File: config.mk
export PLATFORM = sky130hd
export DESIGN_NAME = multi_cnt_ctrl
export DESIGN_NICKNAME = d
export VERILOG_FILES = /design/src/rtl/multi_cnt_pkg.sv /design/src/rtl/cnt_channel.sv /design/src/rtl/multi_cnt_ctrl.sv
export SDC_FILE = /design/constraint.sdc
export NUM_CORES = 1
export LEC_CHECK = 0
export CAP_MARGIN = 20
export CORE_UTILIZATION = 35
export CTS_CLUSTER_SIZE = 40
export DETAILED_ROUTE_END_ITERATION = 8
export DONT_BUFFER_PORTS = 1
export GPL_ROUTABILITY_DRIVEN = 0
export SYNTH_ARGS = -nofsm -noshare
export SYNTH_HDL_FRONTEND = slang
export SYNTH_SLANG_ARGS = --single-unit
File: constraint.sdc
create_clock -name clk -period 2.45 [get_ports clk]
set_input_delay 0.49 -clock clk [delete_from_list [all_inputs] [get_ports clk]]
set_output_delay 0.49 -clock clk [all_outputs]
set_load 0.005 [all_outputs]
File: src/rtl/multi_cnt_pkg.sv
// rtl/multi_cnt_pkg.sv - shared state and mode encodings for the multi-channel counter
package multi_cnt_pkg;

  localparam logic [1:0] ST_IDLE = 2'd0;
  localparam logic [1:0] ST_RUN  = 2'd1;
  localparam logic [1:0] ST_DONE = 2'd2;

  localparam logic MODE_ONESHOT  = 1'b0;
  localparam logic MODE_PERIODIC = 1'b1;

endpackage

File: src/rtl/cnt_channel.sv
// rtl/cnt_channel.sv - one programmable counter channel with IDLE/RUN/DONE control
module cnt_channel
  import multi_cnt_pkg::*;
#(
  parameter int CNT_WIDTH = 8
) (
  input  logic                 clk,
  input  logic                 rst_n,
  input  logic                 start_i,
  input  logic                 stop_i,
  input  logic                 mode_i,
  input  logic [CNT_WIDTH-1:0] cnt_val_i,
  output logic [CNT_WIDTH-1:0] cnt_o,
  output logic                 idle_o,
  output logic                 run_o,
  output logic                 done_o
);

  localparam logic [CNT_WIDTH-1:0] ONE = CNT_WIDTH'(1);

  logic [1:0]           state;
  logic [CNT_WIDTH-1:0] cnt;
  logic [CNT_WIDTH-1:0] target;
  logic                 mode;

  // State, counter and latched target/mode; stop outranks terminal count and reload.
  always_ff @(posedge clk) begin
    if (!rst_n) begin
      state  <= ST_IDLE;
      cnt    <= '0;
      target <= '0;
      mode   <= MODE_ONESHOT;
    end else begin
      case (state)
        ST_IDLE: begin
          cnt <= '0;
          if (start_i) begin
            target <= cnt_val_i;
            mode   <= mode_i;
            state  <= (cnt_val_i != '0) ? ST_RUN : ST_DONE;
          end
        end
        ST_RUN: begin
          if (stop_i) begin
            state <= ST_IDLE;
            cnt   <= '0;
          end else if (cnt == target - ONE) begin
            state <= ST_DONE;
            cnt   <= '0;
          end else begin
            cnt <= cnt + ONE;
          end
        end
        ST_DONE: begin
          cnt <= '0;
          if (stop_i) begin
            state <= ST_IDLE;
          end else if (mode == MODE_PERIODIC) begin
            // A zero target in periodic mode stays in DONE so done_o is held high.
            state <= (target != '0) ? ST_RUN : ST_DONE;
          end else begin
            state <= ST_IDLE;
          end
        end
        default: begin
          state <= ST_IDLE;
          cnt   <= '0;
        end
      endcase
    end
  end

  assign cnt_o  = cnt;
  assign idle_o = (state == ST_IDLE);
  assign run_o  = (state == ST_RUN);
  assign done_o = (state == ST_DONE);

endmodule

File: src/rtl/multi_cnt_ctrl.sv
// rtl/multi_cnt_ctrl.sv - NUM_CH independent counter channels behind one top
module multi_cnt_ctrl
  import multi_cnt_pkg::*;
#(
  parameter int CNT_WIDTH = 8,
  parameter int NUM_CH    = 4
) (
  input  logic                        clk,
  input  logic                        rst_n,
  input  logic [NUM_CH-1:0]           start_i,
  input  logic [NUM_CH-1:0]           stop_i,
  input  logic [NUM_CH-1:0]           mode_i,
  input  logic [NUM_CH*CNT_WIDTH-1:0] cnt_val_i,
  output logic [NUM_CH*CNT_WIDTH-1:0] cnt_o,
  output logic [NUM_CH-1:0]           idle_o,
  output logic [NUM_CH-1:0]           run_o,
  output logic [NUM_CH-1:0]           done_o,
  output logic                        any_done_o,
  output logic                        all_idle_o
);

  // One channel per bit of the control buses; packed count buses sliced per channel.
  for (genvar k = 0; k < NUM_CH; k++) begin : g_ch
    cnt_channel #(
      .CNT_WIDTH(CNT_WIDTH)
    ) u_ch (
      .clk      (clk),
      .rst_n    (rst_n),
      .start_i  (start_i[k]),
      .stop_i   (stop_i[k]),
      .mode_i   (mode_i[k]),
      .cnt_val_i(cnt_val_i[k*CNT_WIDTH +: CNT_WIDTH]),
      .cnt_o    (cnt_o[k*CNT_WIDTH +: CNT_WIDTH]),
      .idle_o   (idle_o[k]),
      .run_o    (run_o[k]),
      .done_o   (done_o[k])
    );
  end

  assign any_done_o = |done_o;
  assign all_idle_o = &idle_o;

endmodule
==> results of run 1 <==
worst register-to-register path, cell delays in order (launching register included):
cell and delay, ns:
dfxtp_1 0.43, inv_1 0.09, ha_1 0.28, o21ba_1 0.20, a221oi_2 0.26, a41oi_1 0.11
o311ai_4 0.58, and3_1 0.23
registers in the layout, summed over array words and instances (netlist names):
signal,count
g_ch.u_ch.mode,4
g_ch.u_ch.state,8
g_ch.u_ch.cnt_o,32
g_ch.u_ch.target,32
cell usage in the layout, fill, tap and decap left out, types with 4 or more instances in the layout:
| master | n |
|---|---|
| a41oi_1 | 4 |
| nand3_1 | 26 |
| inv_1 | 15 |
| nor4_1 | 9 |
| nand2_1 | 88 |
| nor3_1 | 43 |
| and3_1 | 14 |
| dfxtp_1 | 76 |
| ha_1 | 12 |
| xor2_1 | 43 |
| nor2_1 | 25 |
| a21oi_1 | 46 |
| nor2b_1 | 6 |
| o2bb2ai_1 | 4 |
| o21ai_0 | 5 |
| and2_1 | 5 |
| clkbuf_16 | 9 |
| o22ai_1 | 5 |
| xnor2_1 | 19 |
| and3_2 | 4 |
| nor4_4 | 4 |
per-stage QoR:
stage / hold WS, ns / power (mW) / std cells / util / area, um^2
finish: 0.2837 / 3.056 / 684 / 0.3889 / 4691
global route: 0.2776 / 3.210 / 684 / 0.3889 / 4691
CTS: 0.2684 / 3.097 / 684 / 0.3889 / 4691
detailed placement: 0.4610 / 1.830 / 668 / 0.3655 / 4408
global placement: 0.4544 / 1.808 / 668 / 0.3655 / 4408
floorplan: 0.4318 / 1.753 / 525 / - / 4344
layer usage:
| layer | vias up | part of all wire | GRT usage |
|---|---|---|---|
| met5 | - | 0 | 0 |
| met4 | 0 | 0.010 | 0.05789 |
| met3 | 8 | 0.063 | 0.05420 |
| met2 | 88 | 0.48 | 0.2838 |
| met1 | 1668 | 0.44 | 0.2071 |
| li1 | 1800 | - | - |
power by group:
group	total, mW	switching, mW	internal [mW]
combinational	0.442	0.255	0.187
clock	1.25	0.486	0.768
sequential	1.36	0.0733	1.29
total	3.06	0.815	2.24
logic make-up (layout without fill, tap and decap cells):
kind of cell,Yosys count,count (layout)
buf+inv,44,35
flops,76,76
fa+ha+maj,12,12
mux,2,2
xor+xnor,62,62
compound gates,87,87
simple gates,242,242
cell type report:
class | instances | area [um^2]
fill | 1254 | 7371
multi-input combinational | 405 | 2594
sequential | 76 | 1521
clock buffer | 15 | 277.8
tap | 168 | 210.2
inverter | 16 | 60.06
timing repair buffer | 3 | 22.52
clock inverter | 1 | 5.005
path summary, 6_finish.rpt:
kind | startpoint | end | slack (ns) | cells after the start
max reg2reg | g_ch[3].u_ch.target[0] | g_ch[3].u_ch.state[1] | 0.22 | 7
min | cnt_val_i[13] | g_ch[1].u_ch.target[5] | 0.28 | 2
min reg2reg | g_ch[2].u_ch.mode | g_ch[2].u_ch.mode | 0.46 | 2
max | g_ch[3].u_ch.target[0] | g_ch[3].u_ch.state[1] | 0.22 | 7
==> results.toml, run 1 <==
[outcome]
outcome = "completed"

[yosys]
syn-cell-area_um2 = 4344
synth_seq_cells = 76
synth.top_cell.area_share = 0.3502
synth_largest_area_cell = "dfxtp_1"
ys_top_cells_by_area = "dfxtp_1 (35%), xor2_1 (8.7%), nand2_1 (7.6%)"
avgSynthCellArea_um2 = 8.275
synth_adder_area_share = 0.03456
ys_warn_count = 0
synth-compound-area-share = 0.1466
synth_nets = 583
synth-simple-area-share = 0.2857
muxShareOfSynthArea = 0.005184
netlist_instances = 525
synth_seq_area_share = 0.3502
synth_top_family_by_area = "simple AND/OR/NAND/NOR gates"
async_flop_share = 0
synth.most_common_cell = "nand2_1"
synth_edf_count = 0
yosysUniqueCellTypes = 53
synth-xor-area-share = 0.1250
netlist_top_cells_count = "nand2_1 (88), dfxtp_1 (76), a21oi_1 (46)"
synth_ff_type = "dfxtp_1"

[sta]
slew_violations = 0
setup_viol = 0
rsz0062_at_grt = "no"
worstMarginPinSlew_ns = 0.6034
finalSetupTns_ns = 0
post-route-period-util = 0.9115
hold_viol = 0
fin_ws_ns = 0.2168
min_period_ns = 2.233
fmax_mhz = 447.8
slew_headroom = 0.5941
fin_skew_ns = 0.005582

[route]
ant_nets = 0
num_vias = 3564
drt_iter0_drc = 190
firstDrtPassIters = 4
via_per_inst = 5.211
postRouteWirelength_um = 10370
wl_per_cell_um = 15.16
drcViolationCount = 0

[place]
port_buffers = 0
hpwl_um = 8028
preCtsSetupSlack_ns = 0.2025

[setup_path]
cp.arrival_ns = 2.51
slowest_stage = "o311ai_4"
critPathTopFamily = "compound AO/OA/AOI/OAI gates"
path_cells = "inv_1 > ha_1 > o21ba_1 > a221oi_2 > a41oi_1 > o311ai_4 > and3_1"
slowest_delay_ns = 0.57
critPathKind = "reg -> reg"
end_kind = "flop"
path_max_fanout = 10
cp_num_buf_inv = 1
crit_required_ns = 2.73
crit_path_start_kind = "flop"

[grt]
antenna_found_initial = 0
grt_max_degree = 31
grt-ovfl-total = 0
grt_first_pass_wirelength_um = 17180
grt_pass1_vias = 3480
grt_usage = 0.1702

[clock_network]
cts_tree = "yes"
path_clk_slew_ns = 0.06
root_buffer = "clkbuf_16"
insertion_delay_ns = 0.33
postCtsSetupRepairBufs = 0
cts_buffer_depth = 2
clock-sinks = 76
cts_made_buffers = 9
h-tree-depth = 3
ctsHoldBuffers = 0
cts_resized = 0

[final_layout]
fin_nets = 569
area_delta_synth_final_pct = 7.978
drive_gt1_frac = 0.07752
diodes = 0

[die]
initial_core_util = 0.3602
rows = 40
dieHeight_um = 113.4
die_w_um = 113.4
dieArea_um2 = 12860
io_pins = 92
coreArea_um2 = 12060

[min_path]
hold_class = "in -> reg"

[power_and_ir_drop]
peakVddDrop_v = 0.0004608
leakagePower_nw = 1.772
power_density_nw_per_um2 = 651.4

[job]
max_cap_violations = 0
No activity file was read; power rests on OpenSTA's default activity.
==> run 2, diff against run 1 <==
--- a/config.mk
+++ b/config.mk
@@ -6,11 +6,12 @@
 export NUM_CORES = 1
 export LEC_CHECK = 0
 export CAP_MARGIN = 20
-export CORE_UTILIZATION = 35
+export CORE_UTILIZATION = 53
 export CTS_CLUSTER_SIZE = 40
 export DETAILED_ROUTE_END_ITERATION = 8
 export DONT_BUFFER_PORTS = 1
 export GPL_ROUTABILITY_DRIVEN = 0
+export PLACE_DENSITY = 0.68
 export SYNTH_ARGS = -nofsm -noshare
 export SYNTH_HDL_FRONTEND = slang
 export SYNTH_SLANG_ARGS = --single-unit
==> run 2 against run 1 <==
Net effect:
- global-route usage rose by 6.8 points
- sequential power barely moved
- fmax fell by 1.5%
- utilization rose by 20 points
- sequential cell count did not move
- final area fell by 2.6%
- setup slack got worse by 0.034 ns
- die area fell by 33%
- clock power fell by 5%
- critical path depth did not move
==> results.toml, run 2 (same netlist as run 1, synthesis figures left out) <==
[outcome]
outcome = "completed"

[sta]
worstMarginPinSlew_ns = 0.5020
post-route-period-util = 0.9255
finalSetupTns_ns = 0
slew_headroom = 0.6623
fin_skew_ns = 0.008738
setup_viol = 0
slew_violations = 0
rsz0062_at_grt = "no"
hold_viol = 0
min_period_ns = 2.268
fmax_mhz = 441.0

[clock_network]
clock-sinks = 76
path_clk_slew_ns = 0.08
h-tree-depth = 3
postCtsSetupRepairBufs = 0
insertion_delay_ns = 0.35
root_buffer = "clkbuf_8"
cts_made_buffers = 9
cts_resized = 0
cts_tree = "yes"
cts_buffer_depth = 2
ctsHoldBuffers = 0

[grt]
grt_first_pass_wirelength_um = 16260
met2_usage = 0.3994
grt_usage = 0.2384
met3_usage = 0.07307
grt_pass1_vias = 3418
grt.busiest_layer = "met2"
antenna_found_initial = 0
grtUsageMet1 = 0.2846
grt_max_degree = 31
grt-ovfl-total = 0

[power_and_ir_drop]
pwr-share-comb = 0.147
power_density_nw_per_um2 = 654.6
power_mw = 2.990
p_int_mw = 2.201
power_switching_mw = 0.7887
pwr-share-seq = 0.454
leakagePower_nw = 1.753
sw_frac_of_total = 0.2638
clockPowerShare = 0.399
peakVddDrop_v = 0.0003229

[min_path]
hold_class = "in -> reg"

[die]
dieHeight_um = 92.54
rows = 32
initial_core_util = 0.5564
coreArea_um2 = 7807
io_pins = 92
die_w_um = 92.54
dieArea_um2 = 8563

[job]
max_cap_violations = 0

[route]
wl_per_cell_um = 15.88
drt_iter0_drc = 87
drcViolationCount = 0
firstDrtPassIters = 4
num_vias = 3624
postRouteWirelength_um = 9800
via_per_inst = 5.874
ant_nets = 0

[final_layout]
layout_commonest_cell = "nand2_1"
diodes = 0
layout_common_cells = "nand2_1 (88), dfxtp_1 (76), a21oi_1 (46)"
nFillCells = 726
area_delta_synth_final_pct = 5.156
fin_nets = 568
multi_input_area_um2 = 2594
seqCellArea_um2 = 1521
drive_gt1_frac = 0.07961

[setup_path]
cp.arrival_ns = 2.55
crit_path_start_kind = "flop"
critPathKind = "reg -> reg"
path_max_fanout = 10
end_kind = "flop"
crit_required_ns = 2.73

[place]
port_buffers = 0
hpwl_um = 7427
-- run 2: cell count changes in the layout (fill, tap and decap cells not counted) --
cell       before  now
bufinv_16       0    3
clkbuf_8        3   11
clkbuf_16       9    0
clkbuf_1        3    1
buf_4           3    2
-- run 2: path summary, 6_finish.rpt --
| path | startpoint | end | slack [ns] | depth (start not counted) |
|---|---|---|---|---|
| max | g_ch[0].u_ch.target[0] | g_ch[0].u_ch.state[1] | 0.18 | 7 |
| min | cnt_val_i[1] | g_ch[0].u_ch.target[1] | 0.27 | 2 |
| max reg2reg | g_ch[0].u_ch.target[0] | g_ch[0].u_ch.state[1] | 0.18 | 7 |
| min reg2reg | g_ch[2].u_ch.mode | g_ch[2].u_ch.mode | 0.46 | 2 |
-- run 2: routing by layer --
metal / part of all wire / up-vias
met5: 0 / -
met3: 0.066 / 11
met4: 0.013 / 0
li1: - / 1810
met2: 0.49 / 95
met1: 0.43 / 1708
-- run 2: final cells by class --
type,instances,area share
Sequential cell,76,0.3331
Clock buffer,12,0.03396
Inverter,16,0.01315
Timing Repair Buffer,2,0.003287
Clock inverter,4,0.02082
Tap cell,102,0.02794
Multi-Input combinational cell,405,0.5678
-- run 2: metrics by stage --
| step | std cells | util | hold WS [ns] | worst slack (ns) | cell area (um^2) |
|---|---|---|---|---|---|
| 5_1_grt | 617 | 0.5851 | 0.2566 | 0.02540 | 4568 |
| 6_report | 617 | 0.5851 | 0.2686 | 0.1825 | 4568 |
| 3_3_place_gp | 601 | 0.5530 | 0.4455 | 0.3265 | 4318 |
| 2_1_floorplan | 525 | - | 0.4318 | 0.4533 | 4344 |
| 3_5_place_dp | 601 | 0.5530 | 0.4523 | 0.2382 | 4318 |
| 4_1_cts | 617 | 0.5851 | 0.2533 | 0.1937 | 4568 |
-- run 2: power groups by stage --
stage | logic, mW | clock network (mW) | registers [mW]
after global routing | 0.490 | 1.27 | 1.37
after global placement | 0.425 | 0 | 1.38
final | 0.440 | 1.19 | 1.36
after floorplan | 0.386 | 0 | 1.37
after detailed placement | 0.439 | 0 | 1.38
after CTS | 0.442 | 1.22 | 1.35
-- run 2: worst max-delay path: stages (launching register included) --
cell and delay (ns):
dfxtp_1 0.45, inv_1 0.11, ha_1 0.29, o21ba_1 0.21, a221oi_2 0.26, a41oi_1 0.11
o311ai_4 0.53, and3_1 0.24
